[src/rtl/mdu_sequencer_if.sv]
// Pipeline-side bundle for the multiply/divide sequencer: EXE issue, WB HI/LO moves, stall and HI/LO.
interface mdu_sequencer_if;
  logic [3:0]  EXE_MDUOp;
  logic [31:0] EXE_BusA;
  logic [31:0] EXE_BusB;
  logic        MDU_Cancel;
  logic        WB_HIWr;
  logic        WB_LOWr;
  logic [31:0] WB_OutB;
  logic        MDU_Busy;
  logic [31:0] MDU_HI;
  logic [31:0] MDU_LO;

  modport master (
    output EXE_MDUOp, EXE_BusA, EXE_BusB, MDU_Cancel, WB_HIWr, WB_LOWr, WB_OutB,
    input  MDU_Busy, MDU_HI, MDU_LO
  );

  modport slave (
    input  EXE_MDUOp, EXE_BusA, EXE_BusB, MDU_Cancel, WB_HIWr, WB_LOWr, WB_OutB,
    output MDU_Busy, MDU_HI, MDU_LO
  );
endinterface

[src/rtl/mdu_sequencer.sv]
// Multi-cycle multiply / restoring-divide sequencer owning HI/LO; stalls the pipeline while working.
// Define MDU_MADD_EN to accept MADD/MADDU/MSUB/MSUBU (ops 5..8), which accumulate into HI/LO.
module mdu_sequencer #(
  parameter int MUL_CYCLES = 2
) (
  input logic            clk,
  input logic            rst,
  mdu_sequencer_if.slave bus
);
  localparam int DIV_STEPS = 32;

  typedef enum logic [1:0] {
    ST_IDLE = 2'd0,
    ST_MUL  = 2'd1,
    ST_DIV  = 2'd2,
    ST_DONE = 2'd3
  } state_t;

  state_t      state_r, state_nx_s;
  logic [4:0]  cnt_r;
  logic [31:0] op_a_r, op_b_r, quo_r, rem_r, hi_r, lo_r;
  logic [63:0] prod_r;
  logic        signed_r, div_r, acc_r, sub_r;

  logic        valid_op_s, op_signed_s, op_div_s, op_acc_s, op_sub_s;
  logic        start_s, commit_s, sign_a_s, sign_b_s;
  logic [31:0] a_mag_in_s, dvs_mag_s, q_fix_s, r_fix_s;
  logic [32:0] rem_sh_s, trial_s;
  logic [63:0] mul_a_s, mul_b_s, prod_s, result_s;

  // Decode the EXE op into class flags; the accumulate ops exist only in the MADD build.
  always_comb begin
    valid_op_s  = 1'b0;
    op_signed_s = 1'b0;
    op_div_s    = 1'b0;
    op_acc_s    = 1'b0;
    op_sub_s    = 1'b0;
    case (bus.EXE_MDUOp)
      4'd1: begin valid_op_s = 1'b1; op_signed_s = 1'b1; end
      4'd2: valid_op_s = 1'b1;
      4'd3: begin valid_op_s = 1'b1; op_signed_s = 1'b1; op_div_s = 1'b1; end
      4'd4: begin valid_op_s = 1'b1; op_div_s = 1'b1; end
`ifdef MDU_MADD_EN
      4'd5: begin valid_op_s = 1'b1; op_signed_s = 1'b1; op_acc_s = 1'b1; end
      4'd6: begin valid_op_s = 1'b1; op_acc_s = 1'b1; end
      4'd7: begin valid_op_s = 1'b1; op_signed_s = 1'b1; op_acc_s = 1'b1; op_sub_s = 1'b1; end
      4'd8: begin valid_op_s = 1'b1; op_acc_s = 1'b1; op_sub_s = 1'b1; end
`else
      4'd5, 4'd6, 4'd7, 4'd8: valid_op_s = 1'b0;
`endif
      default: valid_op_s = 1'b0;
    endcase
  end

  assign a_mag_in_s = (op_signed_s && bus.EXE_BusA[31]) ? (32'd0 - bus.EXE_BusA) : bus.EXE_BusA;
  assign sign_a_s   = signed_r & op_a_r[31];
  assign sign_b_s   = signed_r & op_b_r[31];
  assign dvs_mag_s  = sign_b_s ? (32'd0 - op_b_r) : op_b_r;

  // Low 64 bits of the 33x33 signed product equal the product of the 64-bit sign extensions.
  assign mul_a_s = {{32{sign_a_s}}, op_a_r};
  assign mul_b_s = {{32{sign_b_s}}, op_b_r};
  assign prod_s  = mul_a_s * mul_b_s;

  assign rem_sh_s = {rem_r, quo_r[31]};
  assign trial_s  = rem_sh_s - {1'b0, dvs_mag_s};
  assign q_fix_s  = (sign_a_s ^ sign_b_s) ? (32'd0 - quo_r) : quo_r;
  assign r_fix_s  = sign_a_s ? (32'd0 - rem_r) : rem_r;

  // Value committed to {HI,LO} in DONE.
  always_comb begin
    result_s = prod_r;
    if (div_r) begin
      result_s = {r_fix_s, q_fix_s};
    end else if (acc_r && sub_r) begin
      result_s = {hi_r, lo_r} - prod_r;
    end else if (acc_r) begin
      result_s = {hi_r, lo_r} + prod_r;
    end else begin
      result_s = prod_r;
    end
  end

  // Next-state logic; a cancel pulls any active state back to IDLE.
  always_comb begin
    state_nx_s = state_r;
    start_s    = 1'b0;
    case (state_r)
      ST_IDLE: begin
        if (valid_op_s && !bus.MDU_Cancel) begin
          start_s    = 1'b1;
          state_nx_s = op_div_s ? ST_DIV : ST_MUL;
        end else begin
          state_nx_s = ST_IDLE;
        end
      end
      ST_MUL, ST_DIV: begin
        if (bus.MDU_Cancel) begin
          state_nx_s = ST_IDLE;
        end else if (cnt_r == 5'd0) begin
          state_nx_s = ST_DONE;
        end else begin
          state_nx_s = state_r;
        end
      end
      ST_DONE: state_nx_s = ST_IDLE;
      default: state_nx_s = ST_IDLE;
    endcase
  end

  assign commit_s     = (state_r == ST_DONE) && !bus.MDU_Cancel;
  assign bus.MDU_Busy = start_s | (((state_r == ST_MUL) || (state_r == ST_DIV)) && !bus.MDU_Cancel);
  assign bus.MDU_HI   = hi_r;
  assign bus.MDU_LO   = lo_r;

  // State register.
  always_ff @(posedge clk) begin
    if (rst) begin
      state_r <= ST_IDLE;
    end else begin
      state_r <= state_nx_s;
    end
  end

  // Operand capture, iteration datapath and HI/LO ownership.
  always_ff @(posedge clk) begin
    if (rst) begin
      cnt_r    <= 5'd0;
      op_a_r   <= 32'd0;
      op_b_r   <= 32'd0;
      quo_r    <= 32'd0;
      rem_r    <= 32'd0;
      prod_r   <= 64'd0;
      signed_r <= 1'b0;
      div_r    <= 1'b0;
      acc_r    <= 1'b0;
      sub_r    <= 1'b0;
      hi_r     <= 32'd0;
      lo_r     <= 32'd0;
    end else begin
      if (start_s) begin
        op_a_r   <= bus.EXE_BusA;
        op_b_r   <= bus.EXE_BusB;
        signed_r <= op_signed_s;
        div_r    <= op_div_s;
        acc_r    <= op_acc_s;
        sub_r    <= op_sub_s;
        quo_r    <= a_mag_in_s;
        rem_r    <= 32'd0;
        cnt_r    <= op_div_s ? 5'(DIV_STEPS - 1) : 5'(MUL_CYCLES - 1);
      end else if (state_r == ST_MUL) begin
        cnt_r <= cnt_r - 5'd1;
        if (cnt_r == 5'd0) begin
          prod_r <= prod_s;
        end
      end else if (state_r == ST_DIV) begin
        cnt_r <= cnt_r - 5'd1;
        quo_r <= {quo_r[30:0], ~trial_s[32]};
        rem_r <= trial_s[32] ? rem_sh_s[31:0] : trial_s[31:0];
      end

      // The finishing mult/div is younger than any MTHI/MTLO in WB, so it wins the cycle.
      if (commit_s) begin
        {hi_r, lo_r} <= result_s;
      end else begin
        if (bus.WB_HIWr) begin
          hi_r <= bus.WB_OutB;
        end
        if (bus.WB_LOWr) begin
          lo_r <= bus.WB_OutB;
        end
      end
    end
  end
endmodule

[src/flat_wrapper.sv]
// flat-port wrapper written by rule: the top's interface ports become plain ports
module mdu_sequencer_flat 
#(
  parameter int MUL_CYCLES = 2
)
  (clk, rst, bus_EXE_MDUOp, bus_EXE_BusA, bus_EXE_BusB, bus_MDU_Cancel, bus_WB_HIWr, bus_WB_LOWr, bus_WB_OutB, bus_MDU_Busy, bus_MDU_HI, bus_MDU_LO);
  mdu_sequencer_if bus_i ();
  input logic clk;
  input logic rst;
  input wire logic [$bits(bus_i.EXE_MDUOp)-1:0] bus_EXE_MDUOp;
  input wire logic [$bits(bus_i.EXE_BusA)-1:0] bus_EXE_BusA;
  input wire logic [$bits(bus_i.EXE_BusB)-1:0] bus_EXE_BusB;
  input wire logic [$bits(bus_i.MDU_Cancel)-1:0] bus_MDU_Cancel;
  input wire logic [$bits(bus_i.WB_HIWr)-1:0] bus_WB_HIWr;
  input wire logic [$bits(bus_i.WB_LOWr)-1:0] bus_WB_LOWr;
  input wire logic [$bits(bus_i.WB_OutB)-1:0] bus_WB_OutB;
  output wire logic [$bits(bus_i.MDU_Busy)-1:0] bus_MDU_Busy;
  output wire logic [$bits(bus_i.MDU_HI)-1:0] bus_MDU_HI;
  output wire logic [$bits(bus_i.MDU_LO)-1:0] bus_MDU_LO;
  assign bus_i.EXE_MDUOp = bus_EXE_MDUOp;
  assign bus_i.EXE_BusA = bus_EXE_BusA;
  assign bus_i.EXE_BusB = bus_EXE_BusB;
  assign bus_i.MDU_Cancel = bus_MDU_Cancel;
  assign bus_i.WB_HIWr = bus_WB_HIWr;
  assign bus_i.WB_LOWr = bus_WB_LOWr;
  assign bus_i.WB_OutB = bus_WB_OutB;
  assign bus_MDU_Busy = bus_i.MDU_Busy;
  assign bus_MDU_HI = bus_i.MDU_HI;
  assign bus_MDU_LO = bus_i.MDU_LO;
  mdu_sequencer #(.MUL_CYCLES(MUL_CYCLES)) u_core (.clk(clk), .rst(rst), .bus(bus_i));
endmodule
[config.mk]
export PLATFORM = sky130hd
export DESIGN_NAME = mdu_sequencer_flat
export DESIGN_NICKNAME = d
export VERILOG_FILES = /design/src/rtl/mdu_sequencer_if.sv /design/src/rtl/mdu_sequencer.sv /design/src/flat_wrapper.sv
export SDC_FILE = /design/constraint.sdc
export NUM_CORES = 2
export LEC_CHECK = 0
export CORE_MARGIN = 2
export CORE_UTILIZATION = 40
export DETAILED_ROUTE_END_ITERATION = 8
export PLACE_DENSITY = 0.64
export SYNTH_ARGS = -nofsm -noshare
export SYNTH_HDL_FRONTEND = slang
export SYNTH_SLANG_ARGS = --single-unit
[constraint.sdc]
create_clock -name clk -period 10.5 [get_ports clk]
set_input_delay 3.15 -clock clk [delete_from_list [all_inputs] [get_ports clk]]
set_output_delay 3.15 -clock clk [all_outputs]
set_load 0.01 [all_outputs]
# Yosys cells after proc, flatten, opt, wreduce, memory -nomap -nowiden
# Cells that the tools add are included.
[word_totals]
register_bits = 265
inputBits = 105
[op_classes]
add_sub_neg = 6
mul = 1
n_eq_ne = 9
mux = 27
bitwise_logic = 7
n_reduce_logical = 20
[ops]
columns = ["cell", "n"]
rows = [
  ["two-way mux 32 bit", 12],
  ["subtractor 1 x 32 -> 32 bit (first input constant)", 4],
  ["multiplier 33 x 33 -> 64 bit", 1],
  ["two-way mux 64 bit", 1],
  ["subtractor 33 x 32 -> 33 bit", 1],
  ["two-way mux 5 bit", 4],
  ["== test 4 x 2 -> 1 bit (second input constant)", 2],
  ["two-way mux 2 bit", 4],
  ["OR reduction 2 bit", 4],
  ["case mux 2 bit (3 select lines)", 1],
  ["nonzero test 2 bit", 3],
  ["zero test 5 bit", 1],
  ["two-way mux 1 bit", 5],
  ["subtractor 5 x 1 -> 5 bit (second input constant)", 1],
  ["== test 2 bit (second input constant)", 2],
  ["== test 4 x 1 -> 1 bit (second input constant)", 1],
  ["== test 4 x 3 -> 1 bit (second input constant)", 1],
  ["logical AND 1 bit", 4],
  ["AND reduction 2 bit", 2],
  ["OR reduction 4 bit", 1],
  ["!= test 3 x 2 -> 1 bit (second input constant)", 1],
  ["NOT 1 bit", 3],
  ["AND reduction 3 bit", 1],
  ["nonzero test 3 bit", 1],
  ["other kinds (8)", 9],
]

# Longest topological paths before layout
[logic_depth]
word_depth = 8
depth_mapped = 32
depth_no_buf = 28

# Least setup slack after synthesis
# OpenSTA, ideal clock, no wires.
[synth_timing]
path_kind = "register -> register"
startpoint = "register u_core.op_a_r[31]"
endpoint = "register u_core.prod_r[58]"
arrival_ns = 8.355
required_ns = 10.405
setup_slack_ns = 2.050
path_stages_with_launch = 30
path_buffers = 3
synth_period_minus_slack_ns = 8.450
cell_sequence = "dfxtp_1 -> and2_1 -> clkbuf_1 -> clkbuf_1 -> clkbuf_1 -> nand2_1 -> inv_1 -> fa_1 -> fa_1 -> fa_1 -> inv_1 -> fa_1 -> inv_1 -> fa_1 -> fa_1 -> fa_1 -> inv_1 -> fa_1 -> inv_1 -> ha_1 -> and3_1 -> and2_1 -> a221o_1 -> a221o_1 -> a211oi_1 -> nand2_1 -> o21ai_1 -> nand3_1 -> and2_1 -> o311ai_1"
[synth_via]
elab_chain_len = 2
[synth_rtl]
columns = ["element", "line_no", "text"]
rows = [
  ["start: declaration", "mdu_sequencer.sv:21", "logic [31:0] op_a_r, op_b_r, quo_r, rem_r, hi_r, lo_r;"],
  ["start signal: assignment", "mdu_sequencer.sv:142", "op_a_r <= bus.EXE_BusA;"],
  ["bitwise AND 1 bit", "mdu_sequencer.sv:56", "assign sign_a_s = signed_r & op_a_r[31];"],
  ["multiplier 33 x 33 -> 64 bit *", "mdu_sequencer.sv:63", "assign prod_s = mul_a_s * mul_b_s;"],
  ["end signal: assignment", "mdu_sequencer.sv:154", "prod_r <= prod_s;"],
  ["end: declaration", "mdu_sequencer.sv:22", "logic [63:0] prod_r;"],
]
# Every way passes the cells marked *; elsewhere a longest branch is shown, timed or not.
# A chain may end at the register's enable or synchronous reset.

# Worst setup path in the final report
[layout_timing]
startpoint = "register u_core.signed_r"
endpoint = "register u_core.prod_r[59]"
[layout_via]
elab_chain_len = 2
elab_cells_between_ends = 3
cone_classes = "1 x mul; 2 x bitwise"
[layout_rtl]
columns = ["element", "line_no", "text"]
rows = [
  ["start: declaration", "mdu_sequencer.sv:23", "logic signed_r, div_r, acc_r, sub_r;"],
  ["start signal: assignment", "mdu_sequencer.sv:144", "signed_r <= op_signed_s;"],
  ["bitwise AND 1 bit, on equally long branches", "mdu_sequencer.sv:56, mdu_sequencer.sv:57", ""],
  ["multiplier 33 x 33 -> 64 bit *", "mdu_sequencer.sv:63", ""],
]
# Marks and branches as above.

==> impl_metrics.json <==
{
  "io_buffers": 169,
  "clockBufferDepth": 3,
  "crit_chain": "nand2_1 > nor2_1 > fa_1 > fa_1 > fa_1 > inv_1 > fa_1 > inv_1 > fa_1 > fa_1 > inv_1 > fa_1 > inv_1 > fa_1 > ha_1 > nand2_1 > nor2_1 > nand4_1 > nor3_1 > a21oi_1 > o31ai_1 > a21oi_1 > xor2_1 > o31ai_1",
  "syn_area_um2": 53000,
  "die-area_um2": 135000,
  "antenna_found_initial": 3,
  "cts_buffers": 34,
  "critPathSlowestCell": "fa_1",
  "rsz0062_at_grt": "no",
  "syn_inst": 6137,
  "period_share": 0.921,
  "clk_latency_ps": 570,
  "postPlaceCellArea_um2": 56200,
  "max_cap_viol_count": 0,
  "timing.max_slew.rel_slack": 0.112,
  "rows": 133,
  "routedWlPerCell_um": 21.3,
  "top_usage_layer": "met2",
  "synth_nets": 7624,
  "synth_edf_count": 0,
  "p_leak_nw": 26.5,
  "fin_nets": 7536,
  "design_area_um2": 57500,
  "setup_viol": 0,
  "yosysUniqueCellTypes": 77,
  "outcome": "finished clean",
  "drtAntennaViolNets": 0,
  "io_pins": 170,
  "cts_setup_buffers": 0,
  "synth_top_cell_by_area": "fa_1",
  "use_met3": 0.0300,
  "synthTopCellsByArea": "fa_1, dfxtp_1, inv_1",
  "min_path_type": "reg2reg",
  "crit_family": "adder cells",
  "ys_seq_area_frac": 0.100,
  "ctsRootBufferMaster": "clkbuf_16",
  "drt-pass1-iter-count": 6,
  "critPathLaunchType": "flop",
  "p_per_area_nw_per_um2": 59.1,
  "core_area_um2": 131000,
  "grt_max_degree": 101,
  "drt_first_iter_violations": 3239,
  "via_per_inst": 5.38,
  "critPathBufInv": 4,
  "critPathKind": "reg2reg",
  "grt_pass1_wl_um": 261000,
  "drc": 0,
  "slew_violations": 0,
  "path_clk_slew_ps": 60,
  "grt_pass1_vias": 44300,
  "cts_tree": "built",
  "hold_viol": 0,
  "finalCriticalPeriod_ps": 9670,
  "cts_sinks": 265,
  "worstPathArrival_ps": 10130,
  "netlist.area_leader.share": 0.425,
  "overflow": 0,
  "fmax_ghz": 0.103,
  "syn-mean-instance-area_um2": 8.63,
  "synth.most_common_cell": "fa_1",
  "fin_skew_ps": 17.5,
  "worstSetupEndpointType": "flop",
  "crit_fanout": 13,
  "gp_congestion": 0.956,
  "synthTopCellsByCount": "fa_1, inv_1, nand2_1",
  "slowest_delay_ps": 1100,
  "cts_resized": 0,
  "final.setup.tns_ps": 0,
  "crit_path_frequent_cell": "fa_1",
  "initial_core_util": 0.403,
  "grt_use_total": 0.248,
  "grt_use_met1": 0.324,
  "die_x_um": 368,
  "worst_ep_required_time_ps": 10960,
  "fillers": 13000,
  "yosysWarnings": 0,
  "worstMarginPinSlew_ps": 1310,
  "syn_to_final_growth_pct": 8.45,
  "vias": 42100,
  "ctsHtreeMaxLevel": 2,
  "peakVddDrop_uv": 101,
  "routed_wl_um": 167000,
  "drive_above_1_share": 0.0318,
  "hold_buffers": 0,
  "synth-async-reset-ratio": 0,
  "synth-main-ff-cell": "dfxtp_1",
  "diodes": 0,
  "dp_hpwl_um": 134000,
  "dieHeight_um": 368,
  "met2_usage": 0.419,
  "synth-seq-cells": 265
}
[state kept, by name (all words and copies together), names as in the netlist]
| register | count |
|---|---|
| u_core.prod_r | 64 |
| u_core.bus.MDU_HI | 32 |
| u_core.bus.MDU_LO | 32 |
| u_core.op_a_r | 32 |
| u_core.op_b_r | 32 |
| u_core.quo_r | 32 |
| u_core.rem_r | 32 |
| u_core.cnt_r | 5 |
| u_core.state_r | 2 |
| u_core.div_r | 1 |
| u_core.signed_r | 1 |
[layer usage]
layer,routed length [um],up-vias,share of wire
met4,7610,0,0.046
met3,11600,328,0.070
met1,66600,21600,0.40
met5,0,-,0
met2,80900,1635,0.49
li1,-,18500,-
[worst paths after layout]
check                                        from           endpoint  slack (ps)  cells after the start
worst max-delay path              u_core.signed_r  u_core.prod_r[59]         830                     24
worst min-delay path            u_core.prod_r[16]  u_core.prod_r[16]         450                      2
worst max register to register    u_core.signed_r  u_core.prod_r[59]         830                     24
worst min register to register  u_core.prod_r[16]  u_core.prod_r[16]         450                      2
[cell type report]
type	instances	area, um^2	share of cell area
inverter	1104	4140	0.0721
sequential	265	5310	0.0925
multi-input combinational	4379	42100	0.733
clock inverter	12	234	0.00407
clock buffer	47	1020	0.0178
timing repair buffer	265	2440	0.0425
tap	1755	2200	0.0382
[cell families (layout without fill, tap and decap cells)]
group,Yosys count,in the layout,synth area share
AOI/OAI and AO/OA,770,770,0.0902
xor gates and xnor gates,217,217,0.0359
adders and majority gates,1382,1382,0.486
buffers and inverters,1493,1428,0.106
DFF,265,265,0.100
muxes,90,90,0.0170
and+or+nand+nor,1920,1920,0.165
[layout by cell type, fill, tap and decap left out, types with 7 or more instances in the layout]
cell type / n
inv_1: 1103
nor2b_1: 15
o211ai_1: 27
o21ai_0: 93
nor3_1: 43
xor2_1: 92
nand2_1: 1043
dfxtp_1: 261
o41ai_1: 8
nor4_1: 9
nor2_1: 283
nand3_1: 32
o21bai_1: 12
nand4_1: 13
a21oi_1: 342
buf_4: 93
and2_1: 355
and3_1: 26
clkbuf_8: 11
ha_1: 255
a31oi_1: 20
a2111oi_0: 9
a211oi_1: 115
and4_1: 10
clkbuf_16: 35
or4_1: 8
or2_2: 8
a21o_1: 57
or3_1: 17
o21a_1: 7
o31ai_1: 27
mux2i_1: 90
clkdlybuf4s50_1: 166
xnor2_1: 124
nand2b_1: 20
fa_1: 1126
[where the power goes]
part	switching (W)	internal, W	total, W	leakage (nW)
Combinational	0.000613	0.000357	0.000970	23.8
Clock	0.000513	0.000811	0.00132	0.607
Sequential	0.0000618	0.00104	0.00110	2.16
Total	0.00119	0.00221	0.00340	26.5
[worst register-to-register path: stages, from the launching register on]
cell and delay (ps):
dfxtp_1 720, nand2_1 570, nor2_1 500, fa_1 600, fa_1 570, fa_1 600
inv_1 270, fa_1 1100, inv_1 320, fa_1 530, fa_1 550, inv_1 50
fa_1 470, inv_1 50, fa_1 440, ha_1 380, nand2_1 70, nor2_1 220
nand4_1 160, nor3_1 180, a21oi_1 140, o31ai_1 580, a21oi_1 170, xor2_1 170
o31ai_1 200
[through the flow]
stage                     total power (W)   util  hold slack [ps]  std cells  setup WS, ps
final                             0.00340  0.437              452       7827           828
after global routing              0.00353  0.437              471       7827           421
after CTS                         0.00340  0.437              451       7827           904
after detailed placement          0.00208  0.428              443       7768           912
after global placement            0.00207  0.428              438       7768          1110
after floorplan                   0.00171      -              427       6137          2050
No activity file was read; power rests on OpenSTA's default activity.
